--- src/rtl/ipsec_mem_pkg.sv ---
// Shared defaults and FSM encoding for the on-chip-RAM to Avalon-ST stream reader.
package ipsec_mem_pkg;
    localparam int AW         = 11;
    localparam int DW         = 32;
    localparam int FIFO_DEPTH = 4;

    typedef enum logic [1:0] {
        IDLE  = 2'd0,
        ISSUE = 2'd1,
        DRAIN = 2'd2
    } fsm_t;
endpackage

--- src/rtl/ipsec_sync_fifo.sv ---
// Small show-ahead FIFO: head word is visible on head_data whenever count is non-zero.
module ipsec_sync_fifo #(
    parameter int DW    = 32,
    parameter int DEPTH = 4,
    parameter int PW    = $clog2(DEPTH),
    parameter int CW    = $clog2(DEPTH) + 1
) (
    input  logic          clk,
    input  logic          reset_n,
    input  logic          push,
    input  logic [DW-1:0] push_data,
    input  logic          pop,
    output logic [DW-1:0] head_data,
    output logic [CW-1:0] count
);
    logic [DW-1:0] mem_q [DEPTH];
    logic [PW-1:0] wr_ptr_q, wr_ptr_d;
    logic [PW-1:0] rd_ptr_q, rd_ptr_d;
    logic [CW-1:0] count_q, count_d;

    always_comb begin
        wr_ptr_d = wr_ptr_q;
        rd_ptr_d = rd_ptr_q;
        count_d  = count_q;
        if (push) begin
            wr_ptr_d = wr_ptr_q + PW'(1);
        end
        if (pop) begin
            rd_ptr_d = rd_ptr_q + PW'(1);
        end
        if (push && !pop) begin
            count_d = count_q + CW'(1);
        end else if (pop && !push) begin
            count_d = count_q - CW'(1);
        end
    end

    always_ff @(posedge clk or negedge reset_n) begin
        if (!reset_n) begin
            wr_ptr_q <= '0;
            rd_ptr_q <= '0;
            count_q  <= '0;
        end else begin
            wr_ptr_q <= wr_ptr_d;
            rd_ptr_q <= rd_ptr_d;
            count_q  <= count_d;
        end
    end

    // Storage needs no reset: nothing is read until count says it was written.
    always_ff @(posedge clk) begin
        if (push) begin
            mem_q[wr_ptr_q] <= push_data;
        end
    end

    always_ff @(posedge clk) begin
        if (reset_n) begin
            assert (!(push && !pop && (count_q == CW'(DEPTH))));
            assert (!(pop && (count_q == '0)));
        end
    end

    assign head_data = mem_q[rd_ptr_q];
    assign count     = count_q;
endmodule

--- src/rtl/ipsec_mem_stream_reader.sv ---
// Avalon-MM read master streaming a block of RAM words out as one Avalon-ST packet.
module ipsec_mem_stream_reader #(
    parameter int AW         = ipsec_mem_pkg::AW,
    parameter int DW         = ipsec_mem_pkg::DW,
    parameter int FIFO_DEPTH = ipsec_mem_pkg::FIFO_DEPTH
) (
    input  logic          clk,
    input  logic          reset_n,
    input  logic          start,
    input  logic [AW-1:0] base_addr,
    input  logic [AW:0]   len_words,
    output logic          busy,
    output logic          done,
    output logic [AW-1:0] mem_address,
    output logic          mem_chipselect,
    output logic          mem_write,
    output logic [3:0]    mem_byteenable,
    output logic          mem_clken,
    input  logic [DW-1:0] mem_readdata,
    output logic [DW-1:0] st_data,
    output logic          st_valid,
    input  logic          st_ready,
    output logic          st_sop,
    output logic          st_eop
);
    import ipsec_mem_pkg::*;

    localparam int CW = $clog2(FIFO_DEPTH) + 1;

    fsm_t          state_q, state_d;
    logic [AW-1:0] addr_q, addr_d;
    logic [AW:0]   issue_left_q, issue_left_d;
    logic [AW:0]   out_left_q, out_left_d;
    logic          sop_pending_q, sop_pending_d;
    logic          done_q, done_d;
    logic          inflight_q;

    logic [CW-1:0] fifo_count;
    logic [DW-1:0] fifo_head;
    logic [CW:0]   credit_used;
    logic          pop;
    logic          issue;
    logic          start_ok;

    assign pop      = st_valid & st_ready;
    assign start_ok = start && (len_words != '0);

    // Words buffered plus the one still in the RAM pipe, less the one leaving now.
    assign credit_used = {1'b0, fifo_count} + (CW+1)'(inflight_q) - (CW+1)'(pop);
    assign issue       = (state_q == ISSUE) && (credit_used < (CW+1)'(FIFO_DEPTH));

    always_comb begin
        state_d       = state_q;
        addr_d        = addr_q;
        issue_left_d  = issue_left_q;
        out_left_d    = out_left_q;
        sop_pending_d = sop_pending_q;
        done_d        = 1'b0;

        case (state_q)
            IDLE: begin
                if (start_ok) begin
                    state_d       = ISSUE;
                    addr_d        = base_addr;
                    issue_left_d  = len_words;
                    out_left_d    = len_words;
                    sop_pending_d = 1'b1;
                end
            end
            ISSUE: begin
                if (issue) begin
                    addr_d       = addr_q + AW'(1);
                    issue_left_d = issue_left_q - (AW+1)'(1);
                    if (issue_left_q == (AW+1)'(1)) begin
                        state_d = DRAIN;
                    end
                end
            end
            default: begin
            end
        endcase

        // The last beat always leaves at least two cycles after the last issue.
        if (pop) begin
            out_left_d    = out_left_q - (AW+1)'(1);
            sop_pending_d = 1'b0;
            if (out_left_q == (AW+1)'(1)) begin
                state_d = IDLE;
                done_d  = 1'b1;
            end
        end
    end

    always_ff @(posedge clk or negedge reset_n) begin
        if (!reset_n) begin
            state_q       <= IDLE;
            addr_q        <= '0;
            issue_left_q  <= '0;
            out_left_q    <= '0;
            sop_pending_q <= 1'b0;
            done_q        <= 1'b0;
            inflight_q    <= 1'b0;
        end else begin
            state_q       <= state_d;
            addr_q        <= addr_d;
            issue_left_q  <= issue_left_d;
            out_left_q    <= out_left_d;
            sop_pending_q <= sop_pending_d;
            done_q        <= done_d;
            inflight_q    <= issue;
        end
    end

    ipsec_sync_fifo #(
        .DW    (DW),
        .DEPTH (FIFO_DEPTH)
    ) u_fifo (
        .clk       (clk),
        .reset_n   (reset_n),
        .push      (inflight_q),
        .push_data (mem_readdata),
        .pop       (pop),
        .head_data (fifo_head),
        .count     (fifo_count)
    );

    assign busy           = (state_q != IDLE);
    assign done           = done_q;
    assign mem_address    = addr_q;
    assign mem_chipselect = issue;
    assign mem_write      = 1'b0;
    assign mem_byteenable = 4'hF;
    assign mem_clken      = 1'b1;
    assign st_valid       = (fifo_count != '0);
    assign st_data        = fifo_head;
    assign st_sop         = st_valid & sop_pending_q;
    assign st_eop         = st_valid & (out_left_q == (AW+1)'(1));
endmodule
--- config.mk ---
export PLATFORM = sky130hd
export DESIGN_NAME = ipsec_mem_stream_reader
export DESIGN_NICKNAME = d
export VERILOG_FILES = /design/src/rtl/ipsec_mem_pkg.sv /design/src/rtl/ipsec_sync_fifo.sv /design/src/rtl/ipsec_mem_stream_reader.sv
export SDC_FILE = /design/constraint.sdc
export NUM_CORES = 1
export LEC_CHECK = 0
export BUFFER_PORTS_ARGS = -buffer_cell sky130_fd_sc_hd__buf_2
export CAP_MARGIN = 0
export CELL_PAD_IN_SITES_DETAIL_PLACEMENT = 0
export CELL_PAD_IN_SITES_GLOBAL_PLACEMENT = 1
export CORE_UTILIZATION = 35
export CTS_BUF_LIST = sky130_fd_sc_hd__clkbuf_8
export DETAILED_ROUTE_END_ITERATION = 12
export PLACE_DENSITY = 0.59
export SYNTH_ARGS = -nofsm -noshare
export SYNTH_HDL_FRONTEND = slang
export SYNTH_SLANG_ARGS = --single-unit
--- constraint.sdc ---
create_clock -name clk -period 8.1 [get_ports clk]
set_input_delay 1.215 -clock clk [delete_from_list [all_inputs] [get_ports clk]]
set_output_delay 1.215 -clock clk [all_outputs]
set_load 0.02 [all_outputs]
## Yosys cells after proc, flatten, opt, wreduce, memory -nomap -nowiden

Memory sizes are Yosys's and may differ from the RTL's.
Cells that the tools add are included.

- Flip-flop bits (word level): 47
- Bits in writable memories: 128
- Input port bits: 59
- Output and inout bits: 55
- Memories: 1

Memories:

| name | depth | bits a word | rd ports | clocked after memory_dff | write ports | RTL line | RTL |
|---|---|---|---|---|---|---|---|
| u_fifo.mem_q | 4 | 32 | 1 | 0 | 1 | ipsec_sync_fifo.sv:16 | `logic [DW-1:0] mem_q [DEPTH];` |

- Add/subtract/negate cells: 9
- $lt $le $gt $ge: 1
- Equal/unequal tests: 5
- Muxes and demuxes: 23
- Bitwise logic cells: 3
- Reductions and logical operators: 16

Operator list:

| kind | number |
|---|---|
| 2-to-1 mux 12 bit | 4 |
| equality test 12 x 1 -> 1 bit, second input constant | 2 |
| one-hot mux 12 bit (2 select lines) | 1 |
| subtractor 12 x 1 -> 12 bit, second input constant | 2 |
| 2-to-1 mux 11 bit | 2 |
| one-hot mux 11 bit (2 select lines) | 1 |
| nonzero test 12 bit | 1 |
| adder 11 x 1 -> 11 bit, second input constant | 1 |
| 2-to-1 mux 2 bit | 5 |
| nonzero test 2 bit | 5 |
| 2-to-1 mux 1 bit | 7 |
| 2-to-1 mux 3 bit | 2 |
| adder 2 x 1 -> 2 bit, second input constant | 2 |
| adder 3 x 1 -> 4 bit | 1 |
| logical AND 1 bit | 4 |
| < comparator 4 x 3 -> 1 bit, second input constant | 1 |
| != test 2 bit, second input constant | 2 |
| one-hot mux 2 bit (2 select lines) | 1 |
| subtractor 4 x 1 -> 4 bit | 1 |
| adder 3 x 1 -> 3 bit, second input constant | 1 |
| AND 1 bit | 3 |
| AND reduction 3 bit | 1 |
| nonzero test 3 bit | 1 |
| subtractor 3 x 1 -> 3 bit, second input constant | 1 |
| other kinds (4) | 5 |

## Logic depth before layout (Yosys ltp)

- Depth after elaboration: 9
- Mapped depth: 14

## Hierarchy

Synthesis repeated with hierarchy kept, for this count alone.

- Cell total of the unflattened synthesis: 490
- Area total of the unflattened synthesis: 7,677.4 um2

Modules (own cells, without submodules):

| module | times used | cells an instance | area an instance (um2) |
|---|---|---|---|
| ipsec_sync_fifo | 1 | 200 | 5,047.3 |
| ipsec_mem_stream_reader | 1 | 290 | 2,630.0 |

## Worst setup path before layout

No wires, ideal clock.

- Path type: input-to-output
- From: in st_ready
- To: out mem_chipselect
- Data arrival time: 3.271 ns
- Path slack: 3.614 ns
- Cell stages on the path: 11
- Path buffers: 2
- Cells stage by stage: and2_4 > clkinv_2 > clkbuf_1 > clkbuf_1 > or2_2 > ha_1 > nand2_1 > o311ai_4 > o21bai_4 > a21o_1 > inv_1

- Cells in the longest elaborated chain, start to end: 4

Ends and longest elaborated chain:

| item | RTL line | RTL |
|---|---|---|
| start, declared | ipsec_mem_stream_reader.sv:22 | `input logic st_ready,` |
| AND 1 bit | ipsec_mem_stream_reader.sv:45 | `assign pop = st_valid & st_ready;` |
| subtractor 4 x 1 -> 4 bit | ipsec_mem_stream_reader.sv:49 | `assign credit_used = {1'b0, fifo_count} + (CW+1)'(inflight_q) - (CW+1)'(pop);` |
| < comparator 4 x 3 -> 1 bit | ipsec_mem_stream_reader.sv:50 | `assign issue = (state_q == ISSUE) && (credit_used < (CW+1)'(FIFO_DEPTH));` |
| logical AND 1 bit | ipsec_mem_stream_reader.sv:50 |  |
| end, declared | ipsec_mem_stream_reader.sv:15 | `output logic mem_chipselect,` |

No other way between the ends.

## Worst setup path in the final report

Ends and elaborated chain as after synthesis.

==> tab_implementation.tex <==
\begin{tabular}{lr}
\hline
Metric & Value \\
\hline
\multicolumn{2}{l}{\textbf{Synth}} \\
\quad Dominant synthesized flop cell & sky130\_fd\_sc\_hd\_\_edfxtp\_1 \\
\quad Summed instance area of the synthesized netlist & roughly 7500 um\^{}2 \\
\quad Synth async-reset ratio & between 20\% and 30\% \\
\quad Share of synthesized area occupied by flip-flops and latches & around 67\% \\
\quad Dominant cell by count in the synthesized netlist & sky130\_fd\_sc\_hd\_\_edfxtp\_1 \\
\quad Cell types occupying the most area after synthesis & sky130\_fd\_sc\_hd\_\_edfxtp\_1 (51\%), sky130\_fd\_sc\_hd\_\_dfrtp\_1 (16\%), sky130\_fd\_sc\_hd\_\_mux4\_2 (9.6\%), sky130\_fd\_sc\_hd\_\_ha\_1 (2.0\%), sky130\_fd\_sc\_hd\_\_nand2\_1 (1.7\%) \\
\quad Synth cell count leaders & sky130\_fd\_sc\_hd\_\_edfxtp\_1 (128), sky130\_fd\_sc\_hd\_\_dfrtp\_1 (47), sky130\_fd\_sc\_hd\_\_nand2\_1 (34) \\
\quad Mean instance size in the synthesized netlist & around 15 um\^{}2 \\
\quad Number of synthesized flops with an enable pin & between 100 and 150 \\
\quad Top-area cell type share of the netlist area & 51.2\% \\
\quad Distinct cells, synth & 57 \\
\quad Number of synthesized register bits & between 150 and 200 \\
\quad Cell taking the most area after synthesis & sky130\_fd\_sc\_hd\_\_edfxtp\_1 \\
\quad Number of instances in the synthesized netlist & about 500 \\
\quad Number of warnings printed during yosys synthesis & 0 \\
\multicolumn{2}{l}{\textbf{GRT}} \\
\quad Vias in the first global route & 4,675 \\
\quad Total overflow reported by the global router & 0 \\
\quad Antenna violations before repair & 1 \\
\quad Tot GR Track Use & between 10\% and 20\% \\
\quad Global-route wire length before repair & around 26,000 um \\
\quad Largest net degree at the start of global routing & 48 \\
\multicolumn{2}{l}{\textbf{STA}} \\
\quad Total count of max-transition violations in the final report & 0 \\
\quad Fin. Hold Viols & 0 \\
\quad Fmax & just under 200 MHz \\
\quad Setup violations, final & 0 \\
\quad Setup repair after global routing missed its margin & false \\
\quad Final period utilization & about 64\% \\
\quad Normalized max-slew margin & about two fifths \\
\quad Final WS setup & 2.92 ns \\
\quad Clock tree skew after final layout & $\sim$0.017 ns \\
\quad Slew at the pin closest to its max-slew limit & around 0.91 ns \\
\quad Shortest clock period the worst path allows after layout & slightly above 5 ns \\
\quad Setup TNS Final & 0 ns \\
\multicolumn{2}{l}{\textbf{Detailed routing}} \\
\quad Via total after detailed routing & 4,681 \\
\quad Post-route DRC violation count & 0 \\
\quad Average vias per placed instance & 5.21 \\
\quad First DRT Iteration DRCs & approximately 350 \\
\quad First-pass detailed-route iteration total & 5 \\
\quad Wire length after detailed routing & $\sim$16,000 um \\
\quad Routed WL per cell & between 15 and 20 um \\
\quad Final ANT Viol Nets & 0 \\
\multicolumn{2}{l}{\textbf{Worst setup path}} \\
\quad WS Path Type & input pin to primary output \\
\quad Critical Path Start Type & input pin \\
\quad Length in cells of the worst reg-to-reg path & 11 \\
\quad Critical path capture point type & primary output \\
\quad Register-to-register setup slack & $\sim$4.5 ns \\
\quad Arrival time worst endpoint & $\sim$4 ns \\
\quad WP data required & 6.88 ns \\
\quad Endpoint of the lowest-slack register-to-register path & issue\_left\_q[7]\$\_DFFE\_PN0P\_ \\
\quad FF-to-FF Start & u\_fifo.count[0]\$\_DFFE\_PN0P\_ \\
\quad Top fanout value on the critical path & 20 \\
\multicolumn{2}{l}{\textbf{Place}} \\
\quad PortBufs & about 110 \\
\quad Instance count after placement with tap cells included & 865 \\
\quad HPWL Detailed & about 11,000 um \\
\quad Worst slack, placed & a little under 3 ns \\
\quad Last weighted congestion value of the routability-driven placer & about 0.82 \\
\multicolumn{2}{l}{\textbf{Finish}} \\
\quad Syn-to-layout area delta & 16.1\% \\
\quad Count of filler cells inserted in the layout & 1,950 \\
\quad Layout cells sized above 1 & approximately a third \\
\quad Net count reported at finish & just under 700 \\
\quad Post-Layout Cell Count & 898 \\
\multicolumn{2}{l}{\textbf{Clock network}} \\
\quad Number of sinks driven by the clock tree & 175 \\
\quad Post-cts sizing count & 0 \\
\quad Clock tree from TritonCTS & yes \\
\quad Later-pin clock latency in the skew report & about 0.46 ns \\
\quad Worst-path clk slew & approximately 0.09 ns \\
\quad CTS Buf Count & 17 \\
\quad Buffers inserted during post-CTS setup optimization & 0 \\
\quad Longest Clk Path Bufs & 2 \\
\quad Count of hold-fix buffers inserted at cts & 0 \\
\quad Clock H-tree levels & 4 \\
\quad Cell at the root of the clock tree & sky130\_fd\_sc\_hd\_\_clkbuf\_8 \\
\multicolumn{2}{l}{\textbf{Power}} \\
\quad Power density normalized to cell area & 339 nW/um\^{}2 \\
\quad Static Leak & roughly 0.0032 uW \\
\quad Worst VDD drop & $\sim$130 uV \\
\quad Post-route total power & 2960 uW \\
\multicolumn{2}{l}{\textbf{Hold path}} \\
\quad Startpoint of the worst hold path & out\_left\_q[10]\$\_DFFE\_PN0P\_ \\
\quad Number of cells on the worst hold path & 2 \\
\quad Worst-case hold path end point & out\_left\_q[10]\$\_DFFE\_PN0P\_ \\
\quad Worst hold path class & register to register \\
\multicolumn{2}{l}{\textbf{Outcome}} \\
\quad Result of the run & finished clean \\
\multicolumn{2}{l}{\textbf{Floorplan}} \\
\quad Overall die height & between 100 and 150 um \\
\quad Area of the core region & around 21,000 um\^{}2 \\
\quad Effective utilization at floorplan & a little over a third \\
\quad Cell row count & 53 \\
\quad Area enclosed by the die boundary & $\sim$22,000 um\^{}2 \\
\quad Number of primary I/O pins & approximately 110 \\
\quad Horizontal die dimension & about 150 um \\
\multicolumn{2}{l}{\textbf{Flow run}} \\
\quad Max-cap viol count & 0 \\
\hline
\end{tabular}
how the worst max path moves through the flow:
stage,startpoint,end,slack [ns],cells after the start
floorplan,st_ready,mem_chipselect,3.61,11
global placement,st_ready,mem_chipselect,2.97,11
detailed placement,st_ready,mem_chipselect,2.90,11
CTS,st_ready,mem_chipselect,2.90,11
global route,st_ready,mem_chipselect,2.76,11
finish,st_ready,mem_chipselect,2.92,11
flip-flops by register name (all words and copies together), names as in the netlist:
register and flops:
issue_left_q 12, mem_address 11, u_fifo.rd_ptr_q 2, out_left_q 12, u_fifo.count 3, state_q 2, sop_pending_q 1, done 1
inflight_q 1, u_fifo.mem_q 128, u_fifo.wr_ptr_q 2
per-stage QoR:
stage / cell area [um^2] / hold slack, ns / util (%)
detailed placement: 8340 / 0.484 / 39.7
global placement: 8340 / 0.458 / 39.7
global route: 8720 / 0.537 / 41.5
finish: 8720 / 0.509 / 41.5
CTS: 8720 / 0.513 / 41.5
floorplan: 7520 / 0.440 / -
where the power goes:
group | internal, uW | switching, uW
logic | 445 | 637
registers | 1150 | 146
clock network | 227 | 354
total | 1820 | 1140
metal layers:
metal,share of wire [%],GRT usage (%)
met3,5.0,3.19
met4,0.80,5.21
met5,0,0
met2,49,25.1
met1,45,20.7
kinds of logic (layout without fill, tap and decap cells):
group	after synthesis	count (layout)	synth area share, %
flip-flops	175	175	66.9
XOR/XNOR	6	6	0.700
multiplexers	36	36	10.1
AO/OA/AOI/OAI	87	87	8.27
adder cells (fa/ha/maj)	13	13	2.27
AND/OR/NAND/NOR	138	138	9.20
buffers and inverters	42	161	2.47
other	2	7	0.100
area by class of cell:
class,instances,area [um^2],area share (%)
Tap cell,275,344,3.95
Clock inverter,15,144,1.65
Clock buffer,17,234,2.68
Multi-Input combinational cell,286,2330,26.7
Sequential cell,175,5020,57.6
Inverter,15,57.6,0.660
Timing Repair Buffer,114,588,6.74
Antenna cell,1,2.50,0.0287
layout by cell type, fill, tap and decap left out, types with 3 or more instances in the layout:
master and count:
sky130_fd_sc_hd__a22oi_1 3, sky130_fd_sc_hd__nor4_1 8, sky130_fd_sc_hd__o22ai_1 3, sky130_fd_sc_hd__or2_2 4, sky130_fd_sc_hd__a31oi_1 4, sky130_fd_sc_hd__clkinv_2 3, sky130_fd_sc_hd__inv_1 14, sky130_fd_sc_hd__a211oi_1 3
sky130_fd_sc_hd__inv_6 5, sky130_fd_sc_hd__nand3_1 10, sky130_fd_sc_hd__a21oi_1 20, sky130_fd_sc_hd__clkbuf_8 17, sky130_fd_sc_hd__buf_4 7, sky130_fd_sc_hd__o21ai_0 22, sky130_fd_sc_hd__conb_1 6, sky130_fd_sc_hd__and3_1 4
sky130_fd_sc_hd__nor2b_1 4, sky130_fd_sc_hd__nand2b_1 3, sky130_fd_sc_hd__dfrtp_1 46, sky130_fd_sc_hd__and2_1 3, sky130_fd_sc_hd__nor2_1 30, sky130_fd_sc_hd__inv_8 3, sky130_fd_sc_hd__nand2_1 34, sky130_fd_sc_hd__buf_2 107
sky130_fd_sc_hd__o311ai_0 8, sky130_fd_sc_hd__ha_1 12, sky130_fd_sc_hd__xnor2_1 4, sky130_fd_sc_hd__or3_1 3, sky130_fd_sc_hd__nand4_1 4, sky130_fd_sc_hd__mux2i_1 3, sky130_fd_sc_hd__edfxtp_1 128, sky130_fd_sc_hd__mux4_2 32
sky130_fd_sc_hd__nor3_1 17, sky130_fd_sc_hd__a221o_1 6, sky130_fd_sc_hd__and2_2 4
critical path: stages:
cell and delay, ns:
sky130_fd_sc_hd__buf_2 0.10, sky130_fd_sc_hd__and2_4 0.24, sky130_fd_sc_hd__clkinv_2 0.29, sky130_fd_sc_hd__or2_2 0.37, sky130_fd_sc_hd__ha_1 0.30, sky130_fd_sc_hd__nand2_1 0.08
sky130_fd_sc_hd__o311ai_4 0.30, sky130_fd_sc_hd__o21bai_4 0.19, sky130_fd_sc_hd__a21o_1 0.50, sky130_fd_sc_hd__inv_1 0.16, sky130_fd_sc_hd__buf_2 0.20
(Power assumes the default switching activity.)
